File: src/rtl/dumping_logic_gen2.sv
// Per-channel dump controller: derives dump timing from code shifts, steps the correlators,
// tracks coherent integration and overwrite state, and queues dump records for a valid/ready consumer.
module dumping_logic_gen2 #(
    parameter int COR_NUM    = 8,
    parameter int COR_W      = $clog2(COR_NUM),
    parameter int DATA_W     = 16,
    parameter int CNT_W      = 16,
    parameter int COH_W      = 5,
    parameter int FIFO_DEPTH = 4
) (
    input  logic                          clk,
    input  logic                          rst,
    input  logic                          overflow,
    input  logic                          shift_code,
    input  logic [COH_W-1:0]              coherent_number,
    input  logic [COR_W-1:0]              ms_cor_index,
    input  logic [CNT_W-1:0]              dump_length,
    input  logic                          dump_count_en,
    input  logic [CNT_W-1:0]              dump_count_i,
    output logic [CNT_W-1:0]              dump_count_o,
    input  logic                          dumping_en,
    input  logic                          dumping_i,
    output logic                          dumping_o,
    input  logic                          current_cor_en,
    input  logic [COR_W-1:0]              current_cor_i,
    output logic [COR_W-1:0]              current_cor_o,
    input  logic                          coherent_count_en,
    input  logic [COH_W-1:0]              coherent_count_i,
    output logic [COH_W-1:0]              coherent_count_o,
    input  logic [DATA_W-1:0]             i_acc,
    input  logic [DATA_W-1:0]             q_acc,
    output logic                          out_valid,
    input  logic                          out_ready,
    output logic [DATA_W-1:0]             out_i,
    output logic [DATA_W-1:0]             out_q,
    output logic [COR_W-1:0]              out_cor,
    output logic                          out_new,
    output logic                          out_ovw,
    output logic                          out_ms,
    output logic                          dumping_valid,
    output logic                          coherent_done,
    output logic                          overwrite_protect,
    output logic                          fifo_overrun,
    output logic [$clog2(FIFO_DEPTH):0]   fifo_level
);

    localparam int PTR_W = $clog2(FIFO_DEPTH);
    localparam int LVL_W = PTR_W + 1;
    localparam int REC_W = 2 * DATA_W + COR_W + 3;
    localparam logic [COR_W-1:0] COR_LAST = COR_W'(COR_NUM - 1);

    typedef struct packed {
        logic [DATA_W-1:0] i;
        logic [DATA_W-1:0] q;
        logic [COR_W-1:0]  cor;
        logic              nw;
        logic              ovw;
        logic              ms;
    } rec_t;

    logic              overflow_d_r;
    logic [CNT_W-1:0]  dump_count_r;
    logic              dumping_r;
    logic [COR_W-1:0]  current_cor_r;
    logic [COH_W-1:0]  coherent_count_r;
    logic              coherent_done_r;
    logic              overwrite_protect_r;
    logic              fifo_overrun_r;
    logic              first_valid_r;
    logic [COR_W-1:0]  first_cor_r;
    logic              armed_r;
    rec_t              mem_r [FIFO_DEPTH];
    logic [PTR_W-1:0]  wr_ptr_r;
    logic [PTR_W-1:0]  rd_ptr_r;
    logic [LVL_W-1:0]  level_r;
    logic              out_valid_r;

    logic              dumping_valid_s;
    logic              last_s;
    logic [CNT_W-1:0]  shift_next_s;
    logic              wrap_s;
    logic [COH_W-1:0]  coh_next_s;
    logic              ovw_s;
    logic              full_s;
    logic              pop_s;
    logic              push_s;
    logic              drop_s;
    logic [LVL_W-1:0]  level_next_s;
    rec_t              push_rec_s;
    rec_t              head_s;

    assign dumping_valid_s = dumping_r & overflow_d_r;
    assign last_s          = dumping_valid_s & (current_cor_r == COR_LAST);
    assign shift_next_s    = dump_count_r + CNT_W'(1);
    // Comparing in CNT_W bits makes dump_length == 0 behave as 2^CNT_W.
    assign wrap_s          = shift_code & (shift_next_s == dump_length);
    assign coh_next_s      = coherent_count_r + COH_W'(1);
    assign ovw_s           = first_valid_r & (first_cor_r == current_cor_r)
                           & (coherent_count_r == {COH_W{1'b0}}) & dumping_valid_s;
    assign full_s          = (level_r == LVL_W'(FIFO_DEPTH));
    assign pop_s           = out_valid_r & out_ready;
    assign push_s          = dumping_valid_s & (~full_s | pop_s);
    assign drop_s          = dumping_valid_s & full_s & ~pop_s;
    assign head_s          = mem_r[rd_ptr_r];

    // Assemble the record captured on a dump
    always_comb begin
        push_rec_s     = {REC_W{1'b0}};
        push_rec_s.i   = i_acc;
        push_rec_s.q   = q_acc;
        push_rec_s.cor = current_cor_r;
        push_rec_s.nw  = (coherent_count_r == {COH_W{1'b0}});
        push_rec_s.ovw = ovw_s | overwrite_protect_r;
        push_rec_s.ms  = (current_cor_r == ms_cor_index);
    end

    // Next FIFO occupancy
    always_comb begin
        level_next_s = level_r;
        case ({push_s, pop_s})
            2'b10:   level_next_s = level_r + LVL_W'(1);
            2'b01:   level_next_s = level_r - LVL_W'(1);
            default: level_next_s = level_r;
        endcase
    end

    // Overflow strobe delay
    always_ff @(posedge clk or posedge rst) begin
        if (rst) overflow_d_r <= 1'b0;
        else     overflow_d_r <= overflow;
    end

    // Dump counter driven by code shifts
    always_ff @(posedge clk or posedge rst) begin
        if (rst)                dump_count_r <= {CNT_W{1'b0}};
        else if (dump_count_en) dump_count_r <= dump_count_i;
        else if (wrap_s)        dump_count_r <= {CNT_W{1'b0}};
        else if (shift_code)    dump_count_r <= shift_next_s;
        else                    dump_count_r <= dump_count_r;
    end

    // Dumping window flag; the end-of-sweep clear beats a same-cycle set
    always_ff @(posedge clk or posedge rst) begin
        if (rst)             dumping_r <= 1'b0;
        else if (dumping_en) dumping_r <= dumping_i;
        else if (last_s)     dumping_r <= 1'b0;
        else if (wrap_s)     dumping_r <= 1'b1;
        else                 dumping_r <= dumping_r;
    end

    // Correlator stepping within a dump
    always_ff @(posedge clk or posedge rst) begin
        if (rst)                  current_cor_r <= {COR_W{1'b0}};
        else if (current_cor_en)  current_cor_r <= current_cor_i;
        else if (last_s)          current_cor_r <= {COR_W{1'b0}};
        else if (dumping_valid_s) current_cor_r <= current_cor_r + COR_W'(1);
        else                      current_cor_r <= current_cor_r;
    end

    // Coherent-period counter and its sticky completion flag
    always_ff @(posedge clk or posedge rst) begin
        if (rst) begin
            coherent_count_r <= {COH_W{1'b0}};
            coherent_done_r  <= 1'b0;
        end else if (coherent_count_en) begin
            coherent_count_r <= coherent_count_i;
            coherent_done_r  <= 1'b0;
        end else begin
            if (last_s)
                coherent_count_r <= (coh_next_s == coherent_number) ? {COH_W{1'b0}} : coh_next_s;
            if (dumping_valid_s && (coh_next_s == coherent_number))
                coherent_done_r <= 1'b1;
        end
    end

    // Overwrite tracking: the first dump after a fill marks where the channel wraps onto itself
    always_ff @(posedge clk or posedge rst) begin
        if (rst) begin
            first_valid_r       <= 1'b0;
            first_cor_r         <= {COR_W{1'b0}};
            armed_r             <= 1'b0;
            overwrite_protect_r <= 1'b0;
            fifo_overrun_r      <= 1'b0;
        end else if (current_cor_en) begin
            first_valid_r       <= 1'b0;
            first_cor_r         <= {COR_W{1'b0}};
            armed_r             <= 1'b1;
            overwrite_protect_r <= 1'b0;
            fifo_overrun_r      <= 1'b0;
        end else begin
            if (armed_r && dumping_valid_s) begin
                first_cor_r   <= current_cor_r;
                first_valid_r <= 1'b1;
                armed_r       <= 1'b0;
            end
            if (ovw_s)  overwrite_protect_r <= 1'b1;
            if (drop_s) fifo_overrun_r      <= 1'b1;
        end
    end

    // Record FIFO storage, pointers and occupancy
    always_ff @(posedge clk or posedge rst) begin
        if (rst) begin
            for (int k = 0; k < FIFO_DEPTH; k++) mem_r[k] <= {REC_W{1'b0}};
            wr_ptr_r    <= {PTR_W{1'b0}};
            rd_ptr_r    <= {PTR_W{1'b0}};
            level_r     <= {LVL_W{1'b0}};
            out_valid_r <= 1'b0;
        end else begin
            if (push_s) begin
                mem_r[wr_ptr_r] <= push_rec_s;
                wr_ptr_r        <= wr_ptr_r + PTR_W'(1);
            end
            if (pop_s) rd_ptr_r <= rd_ptr_r + PTR_W'(1);
            level_r     <= level_next_s;
            out_valid_r <= (level_next_s != {LVL_W{1'b0}});
        end
    end

    assign dump_count_o      = dump_count_r;
    assign dumping_o         = dumping_r;
    assign current_cor_o     = current_cor_r;
    assign coherent_count_o  = coherent_count_r;
    assign dumping_valid     = dumping_valid_s;
    assign coherent_done     = coherent_done_r;
    assign overwrite_protect = overwrite_protect_r;
    assign fifo_overrun      = fifo_overrun_r;
    assign fifo_level        = level_r;
    assign out_valid         = out_valid_r;
    assign out_i             = head_s.i;
    assign out_q             = head_s.q;
    assign out_cor           = head_s.cor;
    assign out_new           = head_s.nw;
    assign out_ovw           = head_s.ovw;
    assign out_ms            = head_s.ms;

endmodule

File: config.mk
export PLATFORM = sky130hd
export DESIGN_NAME = dumping_logic_gen2
export DESIGN_NICKNAME = d
export VERILOG_FILES = /design/src/rtl/dumping_logic_gen2.sv
export SDC_FILE = /design/constraint.sdc
export NUM_CORES = 1
export LEC_CHECK = 0
export CAP_MARGIN = 20
export CELL_PAD_IN_SITES_DETAIL_PLACEMENT = 1
export CELL_PAD_IN_SITES_GLOBAL_PLACEMENT = 1
export CORE_MARGIN = 2
export CORE_UTILIZATION = 37
export DETAILED_ROUTE_END_ITERATION = 8
export HOLD_SLACK_MARGIN = 0.05
export PLACE_DENSITY = 0.8
export SLEW_MARGIN = 20
export SYNTH_ARGS = -nofsm -noshare
export SYNTH_HDL_FRONTEND = slang
export SYNTH_SLANG_ARGS = --single-unit
File: constraint.sdc
create_clock -name clk -period 7.37 [get_ports clk]
set_clock_uncertainty 0.05 [all_clocks]
set_input_delay 1.8425 -clock clk [delete_from_list [all_inputs] [get_ports clk]]
set_output_delay 1.8425 -clock clk [all_outputs]
set_load 0.1 [all_outputs]
# Word level (Yosys, flattened, before mapping)
# Index checks and enable logic that the tools add are counted.
dict set report totals {
  input_bits 90
  reg_bits 194
  wordCells 117
  output_inout_bits 71
}
dict set report classes {
  bitwise_logic 16
  reduce_logical 13
  mux 31
  n_eq_ne 8
  magnitude_cmp 3
  addsub 7
}
# operator count
set op_table {}
lappend op_table {{$bwmux W152} 1}
lappend op_table {{$mux W38} 3}
lappend op_table {{$bmux W38 S2} 1}
lappend op_table {{$demux W38 S2} 1}
lappend op_table {{$mux W16} 3}
lappend op_table {{$add A16 B1 Y16 const B} 1}
lappend op_table {{$eq A16 B16 Y1} 1}
lappend op_table {{$mux W3} 5}
lappend op_table {{$mux W5} 3}
lappend op_table {{$mux W1} 13}
lappend op_table {{$reduce_bool A3 Y1} 4}
lappend op_table {{$and A1 B1 Y1} 10}
lappend op_table {{$reduce_bool A2 Y1} 5}
lappend op_table {{$add A3 B1 Y3 const B} 2}
lappend op_table {{$eq A3 B3 Y1} 2}
lappend op_table {{$eq A3 B3 Y1 const B} 2}
lappend op_table {{$ge A3 B3 Y1 const B} 2}
lappend op_table {{$not A2 Y3} 2}
lappend op_table {{$pmux W3 S2} 1}
lappend op_table {{$add A5 B1 Y5 const B} 1}
lappend op_table {{$eq A5 B5 Y1} 1}
lappend op_table {{$logic_not A5 Y1} 1}
lappend op_table {{$add A2 B1 Y2 const B} 2}
lappend op_table {{$logic_and A1 B1 Y1} 3}
lappend op_table {{6 further kinds} 8}

# Longest topological paths before layout
dict set report depth {
  word_depth 7
  mapped_depth 11
  ltp_nobuf 10
}

# Worst setup path after synthesis
# Ideal clock, no wire load.
dict set report synth_timing {
  kind {reg-to-output}
  from {reg dumping_r (netlist: dumping_o)}
  to {out dumping_valid}
  setup_slack_ns 3.037
  t_arrival_ns 2.441
  required_time_ns 5.477
  path_stages_with_launch 4
  path_buffers 1
  cell_sequence {dfrtp_1 nand2_1 inv_1 clkbuf_1}
}
dict set report synth_between {
  elab_chain_cells 1
}
# item line
set synth_rtl {}
lappend synth_rtl {{start: declaration} 63} ;# logic dumping_r;
lappend synth_rtl {{start signal: assignment} 145} ;# else if (dumping_en) dumping_r <= dumping_i;
lappend synth_rtl {{start signal: assignment} 148} ;# else dumping_r <= dumping_r;
lappend synth_rtl {{$and A1 B1 Y1} 92} ;# assign dumping_valid_s = dumping_r & overflow_d_r;
lappend synth_rtl {{end: declaration} 40} ;# output logic dumping_valid,
# Every way passes these cells.

# Final worst setup path
dict set report layout_timing {
  from {reg rd_ptr_r[0]}
  to {out out_cor[2]}
}
dict set report layout_between {
  elab_chain_cells 4
}
# item line
set layout_rtl {}
lappend layout_rtl {{start: declaration} 74} ;# logic [PTR_W-1:0] rd_ptr_r;
lappend layout_rtl {{start signal: assignment} 206} ;# rd_ptr_r <= {PTR_W{1'b0}};
lappend layout_rtl {{start signal: assignment} 214} ;# if (pop_s) rd_ptr_r <= rd_ptr_r + PTR_W'(1);
lappend layout_rtl {{$not A2 Y3 (implied by the code)} 104} ;# assign head_s = mem_r[rd_ptr_r];
lappend layout_rtl {{$bmux W38 S2} 104}
lappend layout_rtl {{$mux W38 (implied by the code) (2 in a row)} 104}
lappend layout_rtl {{end: declaration} 36} ;# output logic [COR_W-1:0] out_cor,
# Every way passes these cells. The select of a mux whose other input is x is not followed.

==> results <==
- The highest net fanout along the worst path is 25.
- After clock tree synthesis, the flow added hold-fix buffers numbering 0.
- The first global-routing pass estimated 45,700 µm of wire.
- At the pin with the least slew margin, the transition time is 1.04 ns.
- The average wire per cell in the routed design is 19.0 µm.
- The maximum level of the CTS H-tree is 4.
- The number of instances resized during post-cts repair is 0.
- Detailed routing inserted a total of 7,840 vias.
- For the worst setup path, the data required time is 5.48 ns.
- The endpoint class of the critical path is an output pin.
- Of the total power, the share spent switching nets is 50.9%.
- With fillers left out, the area of the finished cells amounts to 12,000 µm².
- The xor-xnor portion of the synthesized cell area is 3.71%.
- The number of enable flip-flop cells after synthesis is 0.
- The worst slew margin relative to its limit is 30.5%.
- Yosys mapped the design onto 49 distinct sky130hd cell types.
- The setup TNS is 0 ns.
- Cell internal power was estimated by the tool at 2.90 mW.
- The number of max-cap violations is 0.
- Post-CTS timing repair inserted 0 buffers for setup.
- The die is 165 µm tall.
- The routed design has 28,400 µm of wire.
- The total overflow left after global routing is 0.
- The count of mapped cells out of synthesis is 1,035.
- The clock tree from TritonCTS is yes.
- By area, the combinational part of the netlist is dominated by simple AND/OR/NAND/NOR gates.
- Summed over all nets, the half-perimeter wirelength after detailed placement is 18,200 µm.
- The synthesized netlist devotes 5.43% of its cell area to compound gates.
- Walking the worst path, the cells encountered are buf_4 > mux4_2 > clkdlybuf4s50_1.
- The arithmetic-cell share of the synthesized area counting full adders, half adders and majority gates is 1.52%.
- Pin placement for this block handled 161 I/O pins.
- The post-route clock period utilization is 72.3%.
- From synthesis to final layout, the design area changed by 25.1%.
- The sequential share of power is 31.3%.
- The arrival time reported for the critical path endpoint is 3.44 ns.
- The path class of the tightest hold or removal check is flop to flop.
- VDD sags by at most 0.412 mV.
- The final number of hold-violating endpoints is 0.
- The post-synth design cell area is 9570 µm².
- The DRC violation count after routing is 0.
- Of the total synthesized cell area, the portion taken by AND, OR, NAND and NOR gates is 25.7%.
- The via count of the first global-routing pass is 8,615.
- Setup violations remaining at the end of the flow were counted as 0.
- The number of max-slew violations in the final report is 0.
- The clock latency on the worst-skew pair is 0.43 ns.
- The post-synthesis area per instance is 9.24 µm².
- Clock-pin slew was measured on the worst setup and hold paths at 0.07 ns.
- The minimum period implied by the final worst setup slack is 5.33 ns.
- For this run, the number of Yosys warnings is 0.
- The placer congestion estimate is 0.800.
- On the final layout, the worst hold slack is 0.419 ns.
- Leaving out fill and tap cells, the most frequent cell in the layout is sky130_fd_sc_hd__nand2_1.
- At the placement stage, the worst setup path has a slack of 2.41 ns.
- In this run the core area contains 58 standard-cell rows.
- The number of antenna violations at the first check in global routing is 0.
- The clock drives 194 sinks.
- The startpoint class of the critical path is a flop.
- For this run, asynchronously set or reset flops after synthesis account for 100%.
- The number of vias per cell is 5.25.
- Global routing used 21.8% of the available tracks across all layers.
- The cell with the biggest individual delay on the critical path is sky130_fd_sc_hd__clkdlybuf4s50_1.
- The number of buffers added by the clock tree synthesis step is 17.
- In the synthesized netlist, mux cells make up 9.37% of the area.
- The run finished with clean final reports.
- The detail route stage leaves a number of antenna-violating nets equal to 0.
- The number of nets in the synthesized netlist is 1,136.
- For this run, the slowest stage of the critical path takes 1.01 ns.
- After synthesis the netlist holds a flip-flop and latch count of 194.
- Buffers placed on the I/O ports in this run total 160.
- In this run the cell area measured after placement is 11,400 µm².
- The root cell of the clock tree is sky130_fd_sc_hd__clkbuf_16.
- Setup repair after global routing left no endpoint under its margin.
- The category of the most critical setup path is flop to output pin.
- The maximum clock insertion buffer count is 2.
- The register area share after synthesis is 50.8%.
- The die covers 27,200 µm².
- The power dissipated by switching net loads is 3.01 mW.
- The most used flip-flop cell after synthesis is sky130_fd_sc_hd__dfrtp_1.
- The top cell types in the final layout, fill and taps aside, are 468 x sky130_fd_sc_hd__nand2_1, 192 x sky130_fd_sc_hd__dfrtp_1, 160 x sky130_fd_sc_hd__clkdlybuf4s50_1.
- After the first detailed-routing iteration, the DRC count stood at 497.
- The sum of internal, switching and leakage power is 5.91 mW.
- Combinational cells account for 52.5% of the total power.
- The fraction of power consumed by the clock network is 16.2%.
- The core box area is 25,300 µm².
- For this configuration, the core starts out at a cell density of 37.9%.
- The number of antenna diodes in the final layout is 0.
- The power density over cell area is 494 nW/µm².
- The first detailed-routing pass ran for 4 iterations.
- The share of layout cells above drive strength 1 is 7.99%.
- The final critical-path setup slack is 2.04 ns.
- The largest net degree at the start of global routing is 84.
- Summed over all cells, the static leakage comes to 5.58 nW.
- The floorplan step set the die width to 165 µm.
- The upper clock frequency limit is 188 MHz.
- The final layout contains 1,252 nets.
==> final cells by class <==
cell class,count,area (µm²)
Multi-Input combinational cell,756,4390
Tap cell,330,413
Timing Repair Buffer,164,1630
Clock inverter,15,171
Sequential cell,194,4860
Inverter,18,75.1
Clock buffer,17,425
Fill cell,2899,13300
==> path summary, 6_finish.rpt <==
check	startpoint	to	cells past startpoint	slack, ns
max in group asynchronous	rst	rd_ptr_r[1]$_DFFE_PP0P_	3	4.02
min in group asynchronous	rst	mem_r[63]$_DFFE_PP0P_	2	1.85
max reg2reg	dump_count_o[0]$_DFFE_PP0P_	dump_count_o[9]$_DFFE_PP0P_	7	3.91
min reg2reg	mem_r[73]$_DFFE_PP0P_	mem_r[73]$_DFFE_PP0P_	2	0.42
min	mem_r[73]$_DFFE_PP0P_	mem_r[73]$_DFFE_PP0P_	2	0.42
max	rd_ptr_r[0]$_DFFE_PP0P_	out_cor[2]	3	2.04
==> power by group through the flow <==
stage                     Sequential (mW)  Combinational, mW  Clock (mW)
after global routing                 1.91               3.27        1.02
after floorplan                      1.84               2.35           0
final                                1.85               3.10       0.955
after global placement               1.84               3.06           0
after detailed placement             1.86               3.12           0
after CTS                            1.85               3.14       0.977
==> cells by family after synthesis <==
logic type	Yosys count
compound gates	85
xor+xnor	39
fa+ha+maj	11
buf+inv	85
flops	194
mux	42
simple gates	579
==> critical path, delay by kind of cell, from the launching register on <==
kind,cells,cell delay (ns)
buf+inv,2,1.48
flops,1,0.95
mux,1,0.55
==> metal layers <==
layer	GRT usage, %	wire length (µm)	up-vias
li1	-	-	3649
met1	27.5	11900	3988
met2	38.4	14800	181
met3	4.45	1330	22
met4	5.18	333	0
met5	0	0	-
==> stage by stage <==
step | cells | util (%)
6_report | 1494 | 47.4
5_1_grt | 1494 | 47.4
3_3_place_gp | 1462 | 45.0
3_5_place_dp | 1462 | 45.0
2_1_floorplan | 1035 | -
4_1_cts | 1494 | 47.4
==> synth_stat cells (2+ instances only) <==
master,n,area (µm²)
sky130_fd_sc_hd__nor3b_1,12,90.1
sky130_fd_sc_hd__or3_1,4,25.0
sky130_fd_sc_hd__nor2b_1,4,25.0
sky130_fd_sc_hd__a21o_1,2,15.0
sky130_fd_sc_hd__nand2_1,472,1770
sky130_fd_sc_hd__nand3_1,16,80.1
sky130_fd_sc_hd__o21ai_1,10,50.1
sky130_fd_sc_hd__nor2_1,15,56.3
sky130_fd_sc_hd__a22oi_1,3,22.5
sky130_fd_sc_hd__clkbuf_1,53,199
sky130_fd_sc_hd__dfrtp_1,194,4850
sky130_fd_sc_hd__xnor2_1,19,166
sky130_fd_sc_hd__o21ai_0,26,130
sky130_fd_sc_hd__buf_2,5,25.0
sky130_fd_sc_hd__nor4b_1,7,61.3
sky130_fd_sc_hd__a21oi_1,26,130
sky130_fd_sc_hd__nand4_2,2,25.0
sky130_fd_sc_hd__and4_1,3,26.3
sky130_fd_sc_hd__nor3_1,3,15.0
sky130_fd_sc_hd__buf_4,3,22.5
sky130_fd_sc_hd__nand4_1,5,31.3
sky130_fd_sc_hd__o311ai_0,4,35.0
sky130_fd_sc_hd__ha_1,10,125
sky130_fd_sc_hd__mux2i_1,4,40.0
sky130_fd_sc_hd__xor2_1,19,166
sky130_fd_sc_hd__buf_1,5,18.8
sky130_fd_sc_hd__and3_1,17,106
sky130_fd_sc_hd__nor4_1,11,68.8
sky130_fd_sc_hd__inv_1,18,67.6
sky130_fd_sc_hd__a31oi_1,2,12.5
sky130_fd_sc_hd__and2_1,5,31.3
sky130_fd_sc_hd__mux4_2,38,856
sky130_fd_sc_hd__a2bb2oi_1,2,17.5
==> flip-flops by register name, indices dropped and copies added (netlist names) <==
| name | flops |
|---|---|
| first_valid_r | 1 |
| rd_ptr_r | 2 |
| overflow_d_r | 1 |
| dump_count_o | 16 |
| wr_ptr_r | 2 |
| coherent_count_o | 5 |
| dumping_o | 1 |
| mem_r | 152 |
| armed_r | 1 |
| fifo_overrun | 1 |
| fifo_level | 3 |
| out_valid | 1 |
| coherent_done | 1 |
| current_cor_o | 3 |
| first_cor_r | 3 |
| overwrite_protect | 1 |
No activity file was read; power rests on OpenSTA's default activity.
